File: config.mk
export PLATFORM = sky130hd
export DESIGN_NAME = switch_sample_ctrl
export DESIGN_NICKNAME = d
export VERILOG_FILES = /design/src/rtl/switch_pkg.sv /design/src/rtl/tick_prescaler.sv /design/src/rtl/switch_sample_ctrl.sv
export SDC_FILE = /design/constraint.sdc
export NUM_CORES = 1
export LEC_CHECK = 0
export BUFFER_PORTS_ARGS = -buffer_cell sky130_fd_sc_hd__buf_4
export CORE_ASPECT_RATIO = 1.75
export CORE_MARGIN = 2
export CORE_UTILIZATION = 37
export CTS_BUF_LIST = sky130_fd_sc_hd__clkbuf_16
export DETAILED_ROUTE_END_ITERATION = 10
export GPL_ROUTABILITY_DRIVEN = 0
export SLEW_MARGIN = 20
export SYNTH_ARGS = -nofsm -noshare
export SYNTH_HDL_FRONTEND = slang
export SYNTH_SLANG_ARGS = --single-unit
File: constraint.sdc
create_clock -name clk -period 2.14 [get_ports clk]
set_input_delay 0.107 -clock clk [delete_from_list [all_inputs] [get_ports clk]]
set_output_delay 0.107 -clock clk [all_outputs]
set_load 0.01 [all_outputs]
File: src/rtl/switch_pkg.sv
// Shared types and default constants for the switch sampling controller
// and the reusable tick prescaler.
package switch_pkg;

    typedef enum logic [1:0] {
        IDLE      = 2'd0,
        CANDIDATE = 2'd1,
        PUBLISH   = 2'd2
    } sw_state_e;

    localparam int SW_COUNT     = 10;
    localparam int TICK_DIV_1MS = 50000;

endpackage

File: src/rtl/tick_prescaler.sv
// Free-running divider: count 0..DIV-1, one-clk tick on the last count.
// Shared with the 7-seg refresh logic.
module tick_prescaler
    import switch_pkg::*;
#(
    parameter int DIV = TICK_DIV_1MS
) (
    input  logic clk,
    input  logic rst_n,
    output logic tick
);

    localparam int W = (DIV > 1) ? $clog2(DIV) : 1;
    localparam logic [W-1:0] LAST = W'(DIV - 1);

    logic [W-1:0] count_q;
    logic [W-1:0] count_d;

    always_comb begin
        count_d = (count_q == LAST) ? '0 : count_q + 1'b1;
    end

    always_ff @(posedge clk) begin
        if (!rst_n) begin
            count_q <= '0;
        end else begin
            count_q <= count_d;
        end
    end

    assign tick = (count_q == LAST);

endmodule

File: src/rtl/switch_sample_ctrl.sv
// Synchronises, debounces and publishes switch changes over valid/ready.
// Optional macro SWITCH_SAMPLE_PULSE_EN adds the sw_commit_pulse output.
module switch_sample_ctrl
    import switch_pkg::*;
#(
    parameter int N_SW         = SW_COUNT,
    parameter int TICK_DIV     = TICK_DIV_1MS,
    parameter int STABLE_TICKS = 8
) (
    input  logic            clk,
    input  logic            rst_n,
    input  logic [N_SW-1:0] switches,
    output logic [N_SW-1:0] sw_value,
    output logic [N_SW-1:0] sw_changed,
    output logic            sw_valid,
    input  logic            sw_ready,
    output logic            busy
`ifdef SWITCH_SAMPLE_PULSE_EN
    ,
    output logic            sw_commit_pulse
`endif
);

    localparam int CW = $clog2(STABLE_TICKS + 1);
    localparam logic [CW-1:0] CNT_ONE  = CW'(1);
    localparam logic [CW-1:0] CNT_LAST = CW'(STABLE_TICKS - 1);
    localparam logic [CW-1:0] CNT_MAX  = CW'(STABLE_TICKS);

    logic            tick;
    logic [N_SW-1:0] sync1_q, sync_q;
    logic [N_SW-1:0] cand_q, cand_d;
    logic [N_SW-1:0] committed_q, committed_d;
    logic [N_SW-1:0] changed_q, changed_d;
    logic            valid_q, valid_d;
    logic [CW-1:0]   cnt_q, cnt_d;
    sw_state_e       state_q, state_d;
    logic            commit;

    tick_prescaler #(
        .DIV (TICK_DIV)
    ) u_prescaler (
        .clk   (clk),
        .rst_n (rst_n),
        .tick  (tick)
    );

    always_comb begin
        cand_d      = cand_q;
        committed_d = committed_q;
        changed_d   = changed_q;
        valid_d     = valid_q;
        cnt_d       = cnt_q;
        state_d     = state_q;
        commit      = 1'b0;

        case (state_q)
            IDLE: begin
                if (tick && (sync_q != committed_q)) begin
                    if (STABLE_TICKS == 1) begin
                        commit = 1'b1;
                    end else begin
                        cand_d  = sync_q;
                        cnt_d   = CNT_ONE;
                        state_d = CANDIDATE;
                    end
                end
            end
            CANDIDATE: begin
                if (tick) begin
                    if (sync_q == committed_q) begin
                        state_d = IDLE;
                    end else if (sync_q != cand_q) begin
                        cand_d = sync_q;
                        cnt_d  = CNT_ONE;
                    end else if (cnt_q == CNT_LAST) begin
                        commit = 1'b1;
                    end else if (cnt_q != CNT_MAX) begin
                        cnt_d = cnt_q + 1'b1;
                    end
                end
            end
            PUBLISH: begin
                // Ticks landing on the accept edge are deliberately dropped.
                if (valid_q && sw_ready) begin
                    valid_d = 1'b0;
                    state_d = IDLE;
                end
            end
            default: begin
                state_d = IDLE;
            end
        endcase

        // On every commit path sync_q already equals the candidate.
        if (commit) begin
            changed_d   = sync_q ^ committed_q;
            committed_d = sync_q;
            cand_d      = sync_q;
            valid_d     = 1'b1;
            state_d     = PUBLISH;
        end
    end

    always_ff @(posedge clk) begin
        if (!rst_n) begin
            sync1_q     <= '0;
            sync_q      <= '0;
            cand_q      <= '0;
            committed_q <= '0;
            changed_q   <= '0;
            valid_q     <= 1'b0;
            cnt_q       <= '0;
            state_q     <= IDLE;
        end else begin
            sync1_q     <= switches;
            sync_q      <= sync1_q;
            cand_q      <= cand_d;
            committed_q <= committed_d;
            changed_q   <= changed_d;
            valid_q     <= valid_d;
            cnt_q       <= cnt_d;
            state_q     <= state_d;
        end
    end

    assign sw_value   = committed_q;
    assign sw_changed = changed_q;
    assign sw_valid   = valid_q;
    assign busy       = (state_q != IDLE);

`ifdef SWITCH_SAMPLE_PULSE_EN
    logic pulse_q;

    always_ff @(posedge clk) begin
        if (!rst_n) begin
            pulse_q <= 1'b0;
        end else begin
            pulse_q <= commit;
        end
    end

    assign sw_commit_pulse = pulse_q;
`endif

endmodule
==> results.cfg, run 1 <==
[outcome]
status = finished, final reports clean

[floorplanning]
rows = 43
dieHeight_um = 124
die_x_um = 72.5
ioPinCount = 35
start_util_pct = 38.2
core_area_um2 = 7960
die-area_um2 = 8980

[yosys]
synth-seq-cells = 73
synthAdderAreaFrac_pct = 1.24
yosysWarnings = 0
mappedNetlistNets = 343
synth-simple-area-share_pct = 23.3
synth_area_per_cell_um2 = 9.29
ys_seq_area_share_pct = 48.1
synth.mux.area_fraction_pct = 6.59
synth_top_family_by_area = simple AND/OR/NAND/NOR gates
syn_inst = 327
synth_area_um2 = 3040
ys_types = 40
synth-main-ff-cell = dfxtp_1
synth-compound-area-share_pct = 8.03
synth_edf_count = 0
synth-async-reset-ratio_pct = 0
synth_xor_area_share_pct = 9.51

[setup_path]
rr_worst_depth = 7
crit_buf_inv = 2
critPathLaunchType = flip-flop
crit_fanout = 9
crit_family = compound AO/OA/AOI/OAI gates
path_cells = xor2_1, nor4_2, buf_4, a311o_2, buf_4, o21ai_0, a21oi_1
rrSetupSlack_ns = 0.16
crit_path_frequent_cell = buf_4
crit_type = reg -> reg
r2r-start = sync_q[5]
crit_cells = 7
setup.worst_path.start = sync_q[5]
critical_path_required_ns = 2.33
worst_path_max_delay_cell = a311o_2
endpoint_kind = flip-flop
cp.arrival_ns = 2.17
cpPeakStageDelay_ns = 0.46

[min_path]
hold_path.class = in -> reg
hold_depth = 3
min_from = sw_ready

[routing]
postRouteWirelength_mm = 6.56
wl_per_cell_um = 13.8
vias_per_cell = 5.04
ant_nets = 0
firstDrtPassIters = 4
dr.first_iter.drc_count = 75
num_vias = 2389
drc = 0

[clock_network]
cts_root_buf = clkbuf_16
path_clk_slew_ns = 0.05
clk_path_buf_depth = 2
cts_tree = built
cts_htree_levels = 3
cts_buffers = 9
insertion_delay_ns = 0.33
clkSinkCount = 73

[cells_and_area]
layout.nets = 396
diodes = 0
final_cells = 474
drive_above_1_share_pct = 17.7
final_cell_area_um2 = 3870
area_delta_synth_final_pct = 27.2

[global_routing]
grtUsageMet1_pct = 16.5
grt_use_met3_pct = 4.77
grt_pass1_wl_mm = 10.9
grt_max_degree = 47
antenna_found_initial = 0
grt.overflow.total = 0
grt_pass1_vias = 2352
grtUsageMet2_pct = 29.6
track_usage_pct = 16.2
top_usage_layer = met2

[power]
clkPwrFrac_pct = 50.1
pwr-share-comb_pct = 4.1
power_frac_seq_pct = 45.8
p_sw_share_pct = 20.0
ir_drop_v = 0.000481
p_per_area_nw_per_um2 = 790
internal-power_mw = 2.44
switching_power_mw = 0.611
leakage_nw = 1.63

[timing]
clock_skew_ns = 0.00602
tns_ns = 0
fmax_mhz = 506
rsz0062_at_grt = false
slew_headroom_pct = 67.0
report.final.hold_viol_count = 0
post-route-period-util_pct = 92.3
slew_violations = 0
period_needed_ns = 1.98
whs_ns = 0.0703
finalSetupViolCount = 0
tightest_slew_ns = 0.494

[placed_design]
dp_hpwl_mm = 4.81
dpl_cell_area_um2 = 3450
place_inst = 449
port_buffers = 34

[flow_run]
drv_cap = 0
[kinds of logic (layout without fill, tap and decap cells)]
group | after synthesis | after routing
compound gates | 39 | 39
xor+xnor | 33 | 33
fa+ha+maj | 3 | 3
buf+inv | 21 | 78
flops | 73 | 73
mux | 20 | 20
simple gates | 138 | 138
[cells in the final DEF (no fill, tap or decap), drive strengths merged, types with 2 or more instances in the layout]
cell / instances
dfxtp: 73
nand2: 49
buf: 46
and2: 22
mux2i: 20
nor2: 18
xnor2: 18
nand3: 17
a21oi: 16
xor2: 15
o21ai: 13
dlygate4sd3: 10
inv: 9
clkbuf: 9
nand4: 7
nor4: 6
nor3: 5
and3: 4
ha: 3
and4bb: 2
o211ai: 2
o31ai: 2
bufinv: 2
nor4b: 2
clkinv: 2
[cells in the mapped netlist (2+ instances only)]
| library cell | number | area, um^2 |
|---|---|---|
| nor3_1 | 5 | 25.0 |
| o21ai_0 | 13 | 65.1 |
| ha_1 | 3 | 37.5 |
| inv_1 | 7 | 26.3 |
| and4bb_2 | 2 | 25.0 |
| nor4_1 | 6 | 37.5 |
| xnor2_1 | 18 | 158 |
| mux2i_1 | 20 | 200 |
| nand4_1 | 6 | 37.5 |
| nor2_1 | 18 | 67.6 |
| and3_1 | 4 | 25.0 |
| a21oi_1 | 16 | 80.1 |
| clkbuf_1 | 9 | 33.8 |
| nand3_1 | 16 | 80.1 |
| o211ai_1 | 2 | 15.0 |
| xor2_1 | 15 | 131 |
| and2_1 | 22 | 138 |
| buf_6 | 2 | 22.5 |
| o31ai_1 | 2 | 15.0 |
| nand2_1 | 49 | 184 |
| dfxtp_1 | 73 | 1460 |
[sequential cells by signal, indices dropped and copies added, names as in the netlist]
name,flops
state_q,2
sw_value,10
sw_changed,10
sync_q,10
sync1_q,10
cnt_q,4
u_prescaler.count_q,16
sw_valid,1
cand_q,10
[power groups by stage]
stage / Sequential [mW] / Combinational (mW) / Clock [mW]
floorplan: 1.42 / 0.0667 / 0
global placement: 1.43 / 0.112 / 0
detailed placement: 1.43 / 0.111 / 0
CTS: 1.40 / 0.126 / 1.57
global route: 1.40 / 0.140 / 1.64
finish: 1.40 / 0.125 / 1.53
[through the flow]
step                      total power, mW  setup WS, ns  utilization (%)
final                                3.05         0.165             48.6
after global routing                 3.18       0.00745             48.6
after CTS                            3.09        0.0757             48.4
after detailed placement             1.54        0.0880             43.3
after global placement               1.54         0.106             43.3
after floorplan                      1.49         0.284                -
[per-layer routing]
| layer | vias up | wire (um) |
|---|---|---|
| li1 | 1222 | - |
| met1 | 1110 | 2610 |
| met2 | 41 | 3590 |
| met3 | 16 | 188 |
| met4 | 0 | 168 |
| met5 | - | 0 |
[worst register-to-register path, cell delays in order (launching register included)]
cell and delay, ns:
dfxtp_1 0.43, xor2_1 0.29, nor4_2 0.07, buf_4 0.16, a311o_2 0.46, buf_4 0.18
o21ai_0 0.16, a21oi_1 0.08
[layout make-up]
class / count / area [um^2]
fill: 778 / 4100
multi-input combinational: 233 / 1490
clock inverter: 6 / 76.3
tap: 90 / 113
clock buffer: 9 / 225
sequential: 73 / 1460
timing repair buffer: 56 / 470
inverter: 7 / 26.3
[worst paths after layout]
check / end
worst max register to register: cand_q[9]
worst max-delay path: cand_q[9]
worst min-delay path: state_q[1]
worst min register to register: sync_q[4]
[what timing repair did]
action	CTS	global route
hold endpoints to repair	10	0
gates resized for setup	0	3
endpoints found under the setup margin	0	8
buffers inserted	0	0
hold buffers	10	0
No activity file was read; power rests on OpenSTA's default activity.
==> inputs of run 2 (changes only) <==
ABC_CLOCK_PERIOD_IN_PS = 2300   (was unset)
clock period = 2.3 ns   (was 2.14 ns; I/O delays follow)
==> results.cfg, run 2 (synthesis gave the netlist of run 1 again) <==
[timing]
post-route-period-util_pct = 87.3
clock_skew_ns = 0.00538
finalSetupViolCount = 0
period_needed_ns = 2.01
tns_ns = 0
tightest_slew_ns = 0.498
report.final.hold_viol_count = 0
fmax_mhz = 498
slew_headroom_pct = 66.7
slew_violations = 0
rsz0062_at_grt = false

[setup_path]
crit_family = simple AND/OR/NAND/NOR gates
critical_path_required_ns = 2.54
cpPeakStageDelay_ns = 0.34
crit_fanout = 13
endpoint_kind = flip-flop
crit_buf_inv = 1
path_cells = ha_1, and3_1, nand4_2, a311oi_4, buf_4, nand4_1, o31ai_1
worst_path_max_delay_cell = dfxtp_1
crit_type = reg -> reg
cp.arrival_ns = 2.25
critPathLaunchType = flip-flop

[floorplanning]
start_util_pct = 38.2
rows = 43
die_x_um = 72.5
ioPinCount = 35
die-area_um2 = 8980
core_area_um2 = 7960
dieHeight_um = 124

[cells_and_area]
multi_input_area_um2 = 1480
largest_reg_flops = 16
area_delta_synth_final_pct = 24.1
mostFrequentLayoutCells = dfxtp_1 (73), nand2_1 (49), buf_4 (42)
fillers = 796
drive_above_1_share_pct = 16.3
top_register = u_prescaler.count_q
layout.nets = 392
final_common_cell = dfxtp_1
regArea_um2 = 1460
final_util_pct = 47.4
diodes = 0

[clock_network]
cts_buffers = 9
path_clk_slew_ns = 0.05
clkSinkCount = 73
insertion_delay_ns = 0.33
cts_root_buf = clkbuf_16
cts_tree = built
clk_path_buf_depth = 2
cts_htree_levels = 3

[global_routing]
grt_max_degree = 45
grt_pass1_wl_mm = 10.8
grt_pass1_vias = 2327
antenna_found_initial = 0
track_usage_pct = 16.1
grt.overflow.total = 0

[power]
p_per_area_nw_per_um2 = 721
ir_drop_v = 0.000520
leakage_nw = 1.58

[flow_run]
drv_cap = 0

[routing]
dr.first_iter.drc_count = 87
postRouteWirelength_mm = 6.51
wl_per_cell_um = 13.9
vias_per_cell = 5.05
ant_nets = 0
firstDrtPassIters = 4
drc = 0
num_vias = 2375

[min_path]
hold_path.class = in -> reg

[placed_design]
port_buffers = 34
dp_hpwl_mm = 4.63

[outcome]
status = finished, final reports clean
-- run 2: per-layer routing --
layer  track usage [%]  share of wire (%)  vias to the layer above
li1                  -                  -                     1219
met1              17.1                 40                     1088
met2              28.4                 53                       54
met3              3.56                3.6                       14
met4              9.95                3.6                        0
met5                 0                  0                        -
-- run 2: stage by stage --
step                      cell area (um^2)  total power, mW  hold slack [ns]  setup WS [ns]  cells
final                                 3770             2.72           0.0918          0.293    470
after detailed placement              3390             1.43            0.327          0.270    445
after CTS                             3770             2.76           0.0792          0.263    470
after global routing                  3770             2.82            0.106         0.0214    470
after floorplan                       3040             1.39            0.242          0.444    327
after global placement                3390             1.43            0.322          0.287    445
-- run 2: path summary, 6_finish.rpt --
check | start | end | slack (ns) | cells past startpoint
max reg2reg | u_prescaler.count_q[0] | cnt_q[3] | 0.29 | 7
max | u_prescaler.count_q[0] | cnt_q[3] | 0.29 | 7
min reg2reg | sync1_q[4] | sync_q[4] | 0.43 | 1
min | sw_ready | state_q[1] | 0.09 | 3
-- run 2: timing repair --
action | 4_1_cts | 5_1_grt
hold buffers | 10 | 0
buffers inserted | 0 | 0
resized for setup | 0 | 1
setup endpoints to repair | 0 | 1
hold endpoints to repair | 10 | 0
-- run 2: area by class of cell --
class,instances,share of cell area [%]
Clock inverter,6,1.36
Inverter,7,0.697
Timing Repair Buffer,52,11.0
Multi-Input combinational cell,233,39.2
Clock buffer,9,5.97
Tap cell,90,2.99
Sequential cell,73,38.7
-- run 2: worst register-to-register path: stages, from the launching register on --
cell and delay [ns]:
dfxtp_1 0.34, ha_1 0.18, and3_1 0.25, nand4_2 0.20, a311oi_4 0.34, buf_4 0.24, nand4_1 0.13, o31ai_1 0.24
-- run 2: power by group --
group	switching (mW)	internal (mW)	leakage, nW
clock network	0.489	0.817	0.141
registers	0.0168	1.29	0.593
logic	0.0573	0.0549	0.848
